$ cat src/rtl/bsg_fpu_class_gen.sv
// bsg_fpu_class_gen: builds a half-precision operand of a requested fclass
// category. Directed requests and an LFSR-driven sweep over all ten classes
// share one encoder and a single-entry ready/valid output register.
module bsg_fpu_class_gen #(
    parameter int e_p = 5,
    parameter int m_p = 10
) (
    input  logic             clk_i,
    input  logic             reset_i,
    input  logic             v_i,
    output logic             ready_o,
    input  logic [15:0]      class_i,
    input  logic [e_p-1:0]   exp_i,
    input  logic [m_p-1:0]   man_i,
    input  logic             start_i,
    output logic             done_o,
    output logic             v_o,
    input  logic             yumi_i,
    output logic [e_p+m_p:0] z_o,
    output logic [15:0]      class_o,
    output logic             err_o
);

    localparam int w_lp = e_p + m_p + 1;

    localparam logic [e_p-1:0] exp_ones_lp = {e_p{1'b1}};
    localparam logic [e_p-1:0] exp_min_lp  = {{(e_p-1){1'b0}}, 1'b1};
    localparam logic [e_p-1:0] exp_max_lp  = {{(e_p-1){1'b1}}, 1'b0};
    localparam logic [m_p-1:0] man_one_lp  = {{(m_p-1){1'b0}}, 1'b1};
    localparam logic [m_p-2:0] pay_one_lp  = {{(m_p-2){1'b0}}, 1'b1};
    localparam logic [w_lp-1:0] qnan_lp    = {1'b0, exp_ones_lp, 1'b1, {(m_p-1){1'b0}}};

    typedef enum logic {
        IDLE  = 1'b0,
        SWEEP = 1'b1
    } state_e;

    state_e      state_r, state_n;
    logic [3:0]  idx_r, idx_n;
    logic [15:0] lfsr_r, lfsr_n;

    logic slot_free;
    logic sweep_load;
    logic accept;
    logic load;

    logic [15:0]     sel_class;
    logic [e_p-1:0]  sel_exp;
    logic [m_p-1:0]  sel_man;
    logic [e_p-1:0]  exp_clamped;
    logic [m_p-1:0]  man_sub;
    logic [m_p-2:0]  snan_pay;
    logic            mask_ok;
    logic            sign;
    logic [w_lp-1:0] enc_z;
    logic [15:0]     enc_class;
    logic            enc_err;

    assign slot_free = ~v_o | yumi_i;
    assign accept    = v_i & ready_o;
    assign load      = accept | sweep_load;

    // State, sweep index and LFSR registers
    always_ff @(posedge clk_i or posedge reset_i) begin
        if (reset_i) begin
            state_r <= IDLE;
            idx_r   <= '0;
            lfsr_r  <= 16'hACE1;
        end else begin
            state_r <= state_n;
            idx_r   <= idx_n;
            lfsr_r  <= lfsr_n;
        end
    end

    // Next-state logic: IDLE takes requests or a sweep start, SWEEP emits one class per free slot
    always_comb begin
        state_n    = state_r;
        idx_n      = idx_r;
        lfsr_n     = lfsr_r;
        ready_o    = 1'b0;
        done_o     = 1'b0;
        sweep_load = 1'b0;
        case (state_r)
            IDLE: begin
                ready_o = ~start_i & slot_free;
                if (start_i) begin
                    state_n = SWEEP;
                    idx_n   = '0;
                end
            end
            SWEEP: begin
                if (slot_free) begin
                    sweep_load = 1'b1;
                    lfsr_n     = {lfsr_r[14:0], lfsr_r[15] ^ lfsr_r[13] ^ lfsr_r[12] ^ lfsr_r[10]};
                    if (idx_r == 4'd9) begin
                        done_o  = 1'b1;
                        idx_n   = '0;
                        state_n = IDLE;
                    end else begin
                        idx_n = idx_r + 4'd1;
                    end
                end
            end
        endcase
    end

    // Encoder: turns a one-hot class plus exponent/mantissa hints into an operand of that class
    always_comb begin
        sel_class = (state_r == SWEEP) ? (16'd1 << idx_r)     : class_i;
        sel_exp   = (state_r == SWEEP) ? lfsr_r[m_p +: e_p]  : exp_i;
        sel_man   = (state_r == SWEEP) ? lfsr_r[m_p-1:0]     : man_i;

        mask_ok = (sel_class[15:10] == '0) && (sel_class[9:0] != '0)
                  && ((sel_class[9:0] & (sel_class[9:0] - 10'd1)) == '0);
        sign    = |sel_class[3:0];

        if (sel_exp == '0)               exp_clamped = exp_min_lp;
        else if (sel_exp == exp_ones_lp) exp_clamped = exp_max_lp;
        else                             exp_clamped = sel_exp;

        man_sub  = (sel_man == '0) ? man_one_lp : sel_man;
        snan_pay = (sel_man[m_p-2:0] == '0) ? pay_one_lp : sel_man[m_p-2:0];

        enc_z     = qnan_lp;
        enc_class = 16'h0200;
        enc_err   = 1'b1;
        if (mask_ok) begin
            enc_class = sel_class;
            enc_err   = 1'b0;
            if (sel_class[0] | sel_class[7])
                enc_z = {sign, exp_ones_lp, {m_p{1'b0}}};
            else if (sel_class[3] | sel_class[4])
                enc_z = {sign, {e_p{1'b0}}, {m_p{1'b0}}};
            else if (sel_class[1] | sel_class[6])
                enc_z = {sign, exp_clamped, sel_man};
            else if (sel_class[2] | sel_class[5])
                enc_z = {sign, {e_p{1'b0}}, man_sub};
            else if (sel_class[8])
                enc_z = {1'b0, exp_ones_lp, 1'b0, snan_pay};
            else
                enc_z = {1'b0, exp_ones_lp, 1'b1, sel_man[m_p-2:0]};
        end
    end

    // Single-entry output register; a load in the same cycle as yumi keeps v_o high
    always_ff @(posedge clk_i or posedge reset_i) begin
        if (reset_i) begin
            v_o     <= 1'b0;
            z_o     <= '0;
            class_o <= '0;
            err_o   <= 1'b0;
        end else if (load) begin
            v_o     <= 1'b1;
            z_o     <= enc_z;
            class_o <= enc_class;
            err_o   <= enc_err;
        end else if (yumi_i) begin
            v_o <= 1'b0;
        end
    end

endmodule
$ cat config.mk
export PLATFORM = sky130hd
export DESIGN_NAME = bsg_fpu_class_gen
export DESIGN_NICKNAME = d
export VERILOG_FILES = /design/src/rtl/bsg_fpu_class_gen.sv
export SDC_FILE = /design/constraint.sdc
export NUM_CORES = 1
export LEC_CHECK = 0
export BUFFER_PORTS_ARGS = -buffer_cell sky130_fd_sc_hd__buf_4
export CORE_ASPECT_RATIO = 2
export CORE_UTILIZATION = 49
export DETAILED_ROUTE_END_ITERATION = 8
export PLACE_DENSITY = 0.76
export SETUP_SLACK_MARGIN = 0.5
export SLEW_MARGIN = 20
export SYNTH_ARGS = -nofsm -noshare
export SYNTH_HDL_FRONTEND = slang
export SYNTH_SLANG_ARGS = --single-unit
$ cat constraint.sdc
create_clock -name clk_i -period 2.7 [get_ports clk_i]
set_input_delay 0.54 -clock clk_i [delete_from_list [all_inputs] [get_ports clk_i]]
set_output_delay 0.54 -clock clk_i [all_outputs]
set_load 0.1 [all_outputs]
==> out/results.ini, run 1 <==
[outcome]
result_of_the_run=completed

[route]
finalWirelength_mm=8.91
route.vias.total=2859
drt_pre_antenna_iters=4
drtAntennaViolNets=0
vias_cell=5.89
drt_iter0_drc=215
post_drt_wl_per_cell_um=18.4
route.detailed.drc=0

[logic_synthesis]
post_synth_xor_area_fraction_pct=1.08
yosys_register_bits=55
synthesis.instances=303
synthMuxAreaShare_pct=11.4
synth.cell_area_um2=3240
synth-compound-area-share_pct=20.1
synth_simple_gate_area_share_pct=18.4
synth.area.top_cells=sky130_fd_sc_hd__dfrtp_1, sky130_fd_sc_hd__mux2_2, sky130_fd_sc_hd__dfstp_2
synth-warning-count=0
syn_avg_cell_area_um2=10.7
synth_adder_area_share_pct=0.772
synth_top_family_by_area=compound AO/OA/AOI/OAI gates
yosysSeqAreaShare_pct=42.8
synth_nets=341
yosysMostFrequentCell=sky130_fd_sc_hd__dfrtp_1
synth_top_area_cell=sky130_fd_sc_hd__dfrtp_1
synth-edff-count=0
yosysTopAreaCellShare_pct=36.3
yosys_most_used_dff=sky130_fd_sc_hd__dfrtp_1
postSynth.asyncResetShare_pct=100
yosys.cell_types.count=66
ys_top_cells_by_count=sky130_fd_sc_hd__dfrtp_1, sky130_fd_sc_hd__nor2_1, sky130_fd_sc_hd__nand2_1

[critical_path]
crit_path_start_kind=flip-flop
crit_cells=9
worstSetupStartpoint=state_r
critical_path.endpoint=z_o[2]
crit-reg2reg-capture=z_o[2]
critPathArrivalTime_ns=2.58
critPathKind=flip-flop to flip-flop
crit_path_cell_trace=buf_12 > buf_4 > inv_2 > nand3_1 > and3_1 > a311o_1 > o311a_1 > clkbuf_4 > a32o_1
crit_path_end_kind=flip-flop
rrSetupSlack_ns=0.31
cell_with_the_biggest_individual_delay_on_the_critical_path=sky130_fd_sc_hd__dfrtp_4
cpLargestDelayFamily=compound AO/OA/AOI/OAI gates
crit_path_max_incr_delay_ns=0.50
cp_data_required_time_ns=2.90
crit_fanout=9
timing.reg2reg.worst_path_depth=9
path_buf_inv=4
timing.rr.start=state_r

[final_layout]
drive_above_1_share_pct=48.9
fillerInstances=512
insertedDiodeCount=0
final_net_count=436
multi_input_comb_area_um2=1870
layout-area-overhead-vs-synth_pct=36.4
footprint_of_the_flip_flops_and_latches_um2=1390

[global_route]
vias_in_the_first_global_route=2814
grt_usage_pct=26.4
globalRoute.totalOverflow=0
number_of_antenna_violations_at_the_first_check_in_global_routing=0
grt_max_degree=26
grt_first_pass_wirelength_mm=13.6

[power]
sw_frac_of_total_pct=50.1
power.density_cell_area_nw_per_um2=1240
share_comb_of_total_power_pct=68.2
total_leakage_power_nw=2.07
power_switching_mw=2.75
sequential_share_of_power_pct=19.8
power.share.clock_pct=12.1
vdd_drop_max_uv=793
p_int_mw=2.74

[timing]
finalCriticalPeriod_ns=2.39
setup_viol=0
grt_setup_unrepaired=yes
report.final.slew_viol_count=0
relSlewSlack_pct=66.8
final.hold.worst_slack_ns=0.217
timing.fmax_mhz=419
worst_slew_pin_slew_ns=0.496
ratio_of_final_minimum_period_to_clock_period_pct=88.4
hold_viol_final=0
timing.clock.skew_ns=0.0128
fin_setup_tns_ns=0

[place]
place.detailed.hpwl_mm=6.37
place_congestion=0.963
port_bufs=71

[hold_path]
worst_hold_path_type=input port to async pin

[floorplanning]
die_width_um=59.5
pin_count=72
placement_rows=41
floorplan.core_area_um2=6360
starting_density_of_the_core_pct=50.9
total_die_area_um2=6960
dieHeight_um=117

[clocking]
htree_num_levels=2
clock_tree.root_cell=sky130_fd_sc_hd__clkbuf_16
cts-buffers-inserted=5
clock_tree.buffer_depth=2
numClockSinks=55
cts.reportedPaths.clkPinSlew_ns=0.08
cts_tree=done
clock_insertion_delay_worst_skew_ns=0.30

[job]
cap_viol_max_count=0

-- per-layer routing --
| layer | part of all wire, % | GRT usage, % | vias up |
|---|---|---|---|
| met5 | 0 | 0 | - |
| met2 | 56 | 48.0 | 103 |
| met4 | 4.8 | 14.7 | 0 |
| li1 | - | - | 1315 |
| met1 | 36 | 28.3 | 1409 |
| met3 | 4.2 | 3.85 | 32 |
-- cell usage in the layout, fill, tap and decap left out, types with 4 or more instances in the layout --
master	netlist	final
sky130_fd_sc_hd__a21oi_1	6	6
sky130_fd_sc_hd__a31oi_1	12	11
sky130_fd_sc_hd__a32o_1	10	10
sky130_fd_sc_hd__and2_1	8	7
sky130_fd_sc_hd__buf_12	0	4
sky130_fd_sc_hd__buf_4	5	97
sky130_fd_sc_hd__buf_6	6	6
sky130_fd_sc_hd__clkbuf_16	0	5
sky130_fd_sc_hd__dfrtp_1	47	43
sky130_fd_sc_hd__dfstp_2	8	8
sky130_fd_sc_hd__inv_1	5	4
sky130_fd_sc_hd__mux2_2	21	21
sky130_fd_sc_hd__mux2i_1	11	11
sky130_fd_sc_hd__nand2_1	23	20
sky130_fd_sc_hd__nand3_1	6	6
sky130_fd_sc_hd__nor2_1	28	27
sky130_fd_sc_hd__nor2b_1	13	11
sky130_fd_sc_hd__nor4_1	6	6
sky130_fd_sc_hd__o21ai_0	12	11
sky130_fd_sc_hd__o41ai_2	5	6
-- flip-flops by register name, summed over array words and instances (netlist names) --
name,cells
class_o,16
lfsr_r,16
z_o,16
idx_r,4
err_o,1
state_r,1
v_o,1
-- timing repair --
action	in CTS	in global routing
hold endpoints to repair	0	0
gates cloned	1	1
setup buffers	15	5
gates resized for setup	19	18
hold buffers	0	0
pin swaps	14	9
endpoints found under the setup margin	28	28
-- layout make-up --
type,instances,share of cell area [%]
clock buffers,7,3.23
clock inverters,1,0.113
multi-input cells,222,42.2
inverters,6,0.509
flip-flops and latches,55,31.5
well taps,86,2.43
repair buffers,108,20.0
-- logic make-up (layout without fill, tap and decap cells) --
group                      count (synthesis)  count (layout)
and+or+nand+nor                          107             107
buffers and inverters                     26             122
DFF                                       55              55
xor gates and xnor gates                   4               4
adders and majority gates                  2               2
muxes                                     33              33
AOI/OAI and AO/OA                         76              76
-- stage by stage --
| step | power [mW] | worst slack [ns] | instance area [um2] | std cells | utilization (%) |
|---|---|---|---|---|---|
| finish | 5.49 | 0.314 | 4420 | 485 | 69.5 |
| CTS | 5.19 | 0.302 | 4290 | 479 | 67.4 |
| global placement | 4.00 | 0.239 | 3910 | 455 | 61.4 |
| global route | 5.73 | 0.214 | 4420 | 485 | 69.5 |
| detailed placement | 4.05 | 0.191 | 3910 | 455 | 61.4 |
| floorplan | 3.59 | 0.262 | 3350 | 303 | - |
-- power by group through the flow --
stage	clock, mW	combinational, mW	sequential, mW
finish	0.662	3.74	1.09
global route	0.686	3.94	1.10
CTS	0.661	3.46	1.08
detailed placement	0	2.93	1.12
global placement	0	2.89	1.12
floorplan	0	1.83	1.76
-- worst min path at each step --
stage	from	to	slack (ns)	cells after the start
floorplan	lfsr_r[0]	lfsr_r[0]	0.46	2
global placement	class_o[1]	class_o[1]	0.46	2
detailed placement	class_o[1]	class_o[1]	0.46	2
CTS	reset_i	class_o[15]	0.24	2
global route	reset_i	class_o[15]	0.26	2
finish	reset_i	class_o[13]	0.22	2
No activity file was read; power rests on OpenSTA's default activity.
==> run 2: changes to the inputs <==
--- a/config.mk
+++ b/config.mk
@@ -8,2 +8,3 @@
 export BUFFER_PORTS_ARGS = -buffer_cell sky130_fd_sc_hd__buf_4
+export CAP_MARGIN = 20
 export CORE_ASPECT_RATIO = 2
--- a/constraint.sdc
+++ b/constraint.sdc
@@ -3,2 +3,2 @@
 set_output_delay 0.54 -clock clk_i [all_outputs]
-set_load 0.1 [all_outputs]
+set_load 0.01 [all_outputs]
==> out/results.ini, run 2 (synthesis results as in run 1) <==
[outcome]
result_of_the_run=completed

[timing]
relSlewSlack_pct=53.9  ; -13 points
timing.fmax_mhz=420  ; +0.24%
ratio_of_final_minimum_period_to_clock_period_pct=88.1  ; -0.21 points
setup_viol=0  ; unchanged
worst_slew_pin_slew_ns=0.691  ; +0.195 ns
fin_setup_tns_ns=0  ; unchanged
grt_setup_unrepaired=yes
finalCriticalPeriod_ns=2.38  ; -0.00574 ns
timing.clock.skew_ns=0.00908  ; -0.00371 ns
report.final.slew_viol_count=0  ; unchanged
hold_viol_final=0  ; unchanged

[final_layout]
final_net_count=436  ; unchanged
mostFrequentLayoutCells=sky130_fd_sc_hd__buf_4, sky130_fd_sc_hd__dfrtp_1, sky130_fd_sc_hd__nor2_1, sky130_fd_sc_hd__nand2_1, sky130_fd_sc_hd__mux2_2
drive_above_1_share_pct=48.1  ; -0.75 points
reg.largest.list=class_o x16, lfsr_r x16, z_o x16
insertedDiodeCount=0  ; unchanged
layout_commonest_cell=sky130_fd_sc_hd__buf_4
layout-area-overhead-vs-synth_pct=37.3
fillerInstances=514  ; +0.39%

[critical_path]
timing.rr.start=idx_r[2]
worstSetupStartpoint=idx_r[2]
critPathKind=flip-flop to flip-flop
critPathArrivalTime_ns=2.57  ; about the same
cp_data_required_time_ns=2.89  ; about the same
crit_path_start_kind=flip-flop
crit_fanout=8  ; -1
crit_path_end_kind=flip-flop

[floorplanning]
starting_density_of_the_core_pct=50.9  ; unchanged
dieHeight_um=117  ; unchanged
pin_count=72  ; unchanged
floorplan.core_area_um2=6360  ; unchanged
placement_rows=41  ; unchanged
total_die_area_um2=6960  ; unchanged
die_width_um=59.5  ; unchanged

[clocking]
clock_insertion_delay_worst_skew_ns=0.29  ; about the same
clock_tree.root_cell=sky130_fd_sc_hd__clkbuf_16
post_cts_hold_buffer_count=0  ; unchanged
numClockSinks=55  ; unchanged
htree_num_levels=2  ; unchanged
cts-buffers-inserted=5  ; unchanged
clock_tree.buffer_depth=2  ; unchanged
cts_tree=done
cts.reportedPaths.clkPinSlew_ns=0.07  ; about the same

[place]
place_congestion=0.886  ; -8.0%
place.detailed.hpwl_mm=6.27  ; -1.6%
port_bufs=71  ; unchanged

[job]
cap_viol_max_count=0  ; unchanged

[hold_path]
worst_hold_path_type=input port to async pin

[route]
post_drt_wl_per_cell_um=18.4  ; about the same
drt_iter0_drc=151  ; -30%
vias_cell=5.80  ; -1.5%
route.vias.total=2815  ; -1.5%
drt_pre_antenna_iters=4  ; unchanged
drtAntennaViolNets=0  ; unchanged
finalWirelength_mm=8.92  ; about the same
route.detailed.drc=0  ; unchanged

[power]
total_leakage_power_nw=2.08  ; +0.62%
vdd_drop_max_uv=667  ; -16%
totalPowerFinal_mw=5.01  ; -8.8%
power.density_cell_area_nw_per_um2=1130  ; -9.4%

[global_route]
number_of_antenna_violations_at_the_first_check_in_global_routing=0  ; unchanged
grt_usage_pct=26.2  ; -0.24 points
grt_first_pass_wirelength_mm=13.4  ; -0.81%
grt_max_degree=56  ; +120%
globalRoute.totalOverflow=0  ; unchanged
vias_in_the_first_global_route=2786  ; -1.0%

-- run 2: changes by cell type in the layout (fill, tap and decap cells not counted), sizes merged --
cell and change:
clkbuf -1, buf +1
-- run 2: per-stage QoR --
step           instances  area, um2  setup WS, ns  utilization [%]  hold slack [ns]
3_5_place_dp         453       3880         0.182             61.0            0.463
2_1_floorplan        303       3290         0.263                -            0.461
3_3_place_gp         453       3880         0.217             61.0            0.462
4_1_cts              479       4320         0.360             67.9            0.465
5_1_grt              485       4450         0.208             70.0            0.501
6_report             485       4450         0.320             70.0            0.448
-- run 2: layer usage --
metal | up-vias | track usage [%] | share of wire [%]
met5 | - | 0 | 0
met4 | 0 | 14.4 | 4.2
met3 | 26 | 3.74 | 3.6
met2 | 91 | 47.6 | 57
met1 | 1389 | 28.1 | 35
li1 | 1309 | - | -
-- run 2: worst paths after layout --
path                              end  slack, ns  cells past startpoint
setup / recovery               z_o[0]       0.32                      8
hold / removal             class_o[4]       0.45                      3
setup reg to reg               z_o[0]       0.32                      8
hold reg to reg            class_o[2]       0.49                      2
max in group asynchronous    idx_r[3]       1.75                      3
min in group clk_i         class_o[2]       0.49                      2
-- run 2: cell type report --
type	count	area [um2]	area share (%)
Sequential cell	55	1390	31.2
Inverter	6	22.5	0.506
Clock buffer	7	133	2.98
Multi-Input combinational cell	222	1920	43.2
Clock inverter	1	5.00	0.112
Timing Repair Buffer	108	873	19.6
Tap cell	86	108	2.42
-- run 2: critical path: stages (launching register included) --
cell,delay (ns)
sky130_fd_sc_hd__dfrtp_1,0.42
sky130_fd_sc_hd__buf_6,0.16
sky130_fd_sc_hd__ha_4,0.17
sky130_fd_sc_hd__o31a_1,0.31
sky130_fd_sc_hd__or2_4,0.28
sky130_fd_sc_hd__nor4_4,0.32
sky130_fd_sc_hd__o311ai_4,0.15
sky130_fd_sc_hd__buf_12,0.17
sky130_fd_sc_hd__o41ai_2,0.27
-- run 2: report_power, final --
group	leakage, nW	switching, mW	internal (mW)
logic	1.33	1.76	1.53
registers	0.680	0.132	0.960
clock network	0.0679	0.284	0.344
total	2.08	2.17	2.84
-- run 2: what timing repair did --
item	CTS	global route
gates resized for setup	33	12
buffers inserted	14	6
cloned	4	0
pin swaps	14	5
endpoints found under the setup margin	27	28
==> run 3: changes to the inputs <==
==> constraint.sdc (replaced) <==
create_clock -name clk_i -period 2.7 [get_ports clk_i]
set_input_delay 0.135 -clock clk_i [delete_from_list [all_inputs] [get_ports clk_i]]
set_output_delay 0.135 -clock clk_i [all_outputs]
set_load 0.01 [all_outputs]
==> out/results.ini, run 3 (synthesis results as in run 1) <==
[final_layout]
reg.largest.list=class_o x16, lfsr_r x16, z_o x16
utilization_pct=74.5  ; +4.6 points
final_net_count=457  ; +4.8%
layout_commonest_cell=sky130_fd_sc_hd__buf_4
fillerInstances=449  ; -13%
layout-area-overhead-vs-synth_pct=46.3
insertedDiodeCount=0  ; unchanged
mostFrequentLayoutCells=sky130_fd_sc_hd__buf_4, sky130_fd_sc_hd__dfrtp_1, sky130_fd_sc_hd__nor2_1, sky130_fd_sc_hd__nand2_1, sky130_fd_sc_hd__mux2_2
drive_above_1_share_pct=52.4  ; +4.3 points

[global_route]
grt_max_degree=31  ; -45%
number_of_antenna_violations_at_the_first_check_in_global_routing=0  ; unchanged
grt_first_pass_wirelength_mm=14.3  ; +6.1%
globalRoute.totalOverflow=0  ; unchanged
grt_usage_pct=28.0  ; +1.8 points
vias_in_the_first_global_route=2925  ; +5.0%

[clocking]
cts-buffers-inserted=5  ; unchanged
cts_tree=done
numClockSinks=55  ; unchanged
clock_insertion_delay_worst_skew_ns=0.31  ; +0.02 ns
cts.reportedPaths.clkPinSlew_ns=0.07  ; about the same
clock_tree.root_cell=sky130_fd_sc_hd__clkbuf_16
clock_tree.buffer_depth=2  ; unchanged
htree_num_levels=2  ; unchanged

[floorplanning]
floorplan.core_area_um2=6360  ; unchanged
pin_count=72  ; unchanged
starting_density_of_the_core_pct=50.9  ; unchanged
placement_rows=41  ; unchanged
total_die_area_um2=6960  ; unchanged
die_width_um=59.5  ; unchanged
dieHeight_um=117  ; unchanged

[timing]
finalCriticalPeriod_ns=2.45  ; +0.0748 ns
final.hold.worst_slack_ns=0.0927  ; -0.355 ns
grt_setup_unrepaired=yes
ratio_of_final_minimum_period_to_clock_period_pct=90.9  ; +2.8 points
fin_setup_tns_ns=0  ; unchanged
timing.final.ws_setup_ns=0.245  ; -0.0748 ns
timing.fmax_mhz=407  ; -3.0%
timing.clock.skew_ns=0.00947  ; +0.000395 ns
setup_viol=0  ; unchanged
hold_viol_final=0  ; unchanged
relSlewSlack_pct=58.2  ; +4.2 points
report.final.slew_viol_count=0  ; unchanged
worst_slew_pin_slew_ns=0.627  ; -0.0644 ns

[outcome]
result_of_the_run=completed

[critical_path]
cell_with_the_biggest_individual_delay_on_the_critical_path=sky130_fd_sc_hd__a2111o_1
rrSetupSlack_ns=0.25  ; -0.07 ns
crit-reg2reg-capture=z_o[3]
crit_path_end_kind=flip-flop
cpLargestDelayFamily=compound AO/OA/AOI/OAI gates
cp_data_required_time_ns=2.93  ; +0.04 ns
timing.rr.start=idx_r[0]
timing.reg2reg.worst_path_depth=9  ; +1
path_buf_inv=1  ; -1
crit_path_cell_trace=and2_4 > ha_4 > nand2b_4 > o22ai_4 > nand2_2 > a2111o_1 > nor2_4 > clkbuf_16 > a32o_1
critPathKind=flip-flop to flip-flop
crit_path_max_incr_delay_ns=0.57  ; +0.15 ns
critPathArrivalTime_ns=2.69  ; +0.12 ns
crit_fanout=6  ; -2
crit_path_start_kind=flip-flop

[route]
drt_iter0_drc=212  ; +40%
drt_pre_antenna_iters=4  ; unchanged
finalWirelength_mm=9.83  ; +10%
route.detailed.drc=0  ; unchanged
post_drt_wl_per_cell_um=19.4  ; +5.7%
route.vias.total=3012  ; +7.0%
vias_cell=5.95  ; +2.6%
drtAntennaViolNets=0  ; unchanged

[place]
place_congestion=0.925  ; +4.5%
place.detailed.hpwl_mm=6.47  ; +3.1%
port_bufs=71  ; unchanged
pre_cts_slack_ns=0.0435  ; -0.139 ns

[power]
power.share.clock_pct=11.8  ; -0.7 points
sw_frac_of_total_pct=44.1  ; +0.72 points
vdd_drop_max_uv=649  ; -2.6%
power.density_cell_area_nw_per_um2=1160  ; +2.8%
share_comb_of_total_power_pct=68.1  ; +2.4 points
p_int_mw=3.07  ; +8.1%
sequential_share_of_power_pct=20.1  ; -1.7 points
power_switching_mw=2.42  ; +11%
total_leakage_power_nw=2.22  ; +6.8%

[hold_path]
worst_hold_path_type=input port to flip-flop
min_delay_worst_endpoint=state_r
timing.hold.worst.start=start_i
hold_path_depth=3

[job]
cap_viol_max_count=0  ; unchanged

## run 3: changes by cell type in the layout (fill, tap and decap cells not counted), sizes merged
cell	previous run	this run
clkinvlp	0	2
buf	108	126
dlygate4sd3	0	1
o311a	1	2
clkbuf	7	6
## run 3: area by class of cell
cell class	count	area (um2)	share of cell area [%]
Multi-Input combinational cell	223	2000	42.3
Tap cell	86	108	2.27
Timing Repair Buffer	128	1070	22.5
Clock inverter	3	20.0	0.422
Clock buffer	5	125	2.64
Sequential cell	55	1390	29.4
Inverter	6	22.5	0.475
## run 3: worst min-delay path, cell delays in order
cell,delay (ns)
sky130_fd_sc_hd__buf_4,0.10
sky130_fd_sc_hd__nor2_1,0.04
sky130_fd_sc_hd__nor2_1,0.08
## run 3: stage by stage
stage	total power, mW	cells	instance area [um2]
5_1_grt	5.72	506	4740
2_1_floorplan	2.86	303	3290
3_3_place_gp	3.31	459	3910
6_report	5.48	506	4740
3_5_place_dp	3.36	459	3910
4_1_cts	4.76	491	4470
## run 3: worst max-delay path by stage
stage / startpoint / endpoint / slack (ns) / depth (start not counted)
floorplan: idx_r[0] / z_o[1] / 0.26 / 10
global placement: idx_r[2] / class_o[6] / 0.07 / 8
detailed placement: idx_r[2] / class_o[6] / 0.04 / 8
CTS: idx_r[2] / class_o[3] / 0.35 / 9
global route: idx_r[0] / z_o[3] / 0.14 / 9
finish: idx_r[0] / z_o[3] / 0.25 / 9
## run 3: power groups by stage
stage / clock network [mW] / logic [mW] / registers, mW
global route: 0.685 / 3.92 / 1.11
finish: 0.645 / 3.74 / 1.10
detailed placement: 0 / 2.24 / 1.12
floorplan: 0 / 1.76 / 1.09
global placement: 0 / 2.19 / 1.12
CTS: 0.656 / 3.01 / 1.10
## run 3: metal layers
layer / vias up / global-route usage [%] / wire [um]
met3: 39 / 5.05 / 400
li1: 1360 / - / -
met2: 108 / 51.8 / 5480
met1: 1505 / 28.6 / 3440
met4: 0 / 15.3 / 509
met5: - / 0 / 0
## run 3: timing repair
action	4_1_cts	5_1_grt
endpoints found under the setup margin	27	27
gates cloned	1	2
buffers inserted	22	13
gates resized for setup	35	22
hold buffers	1	0
pin swaps	18	15
endpoints found under the hold margin	25	0
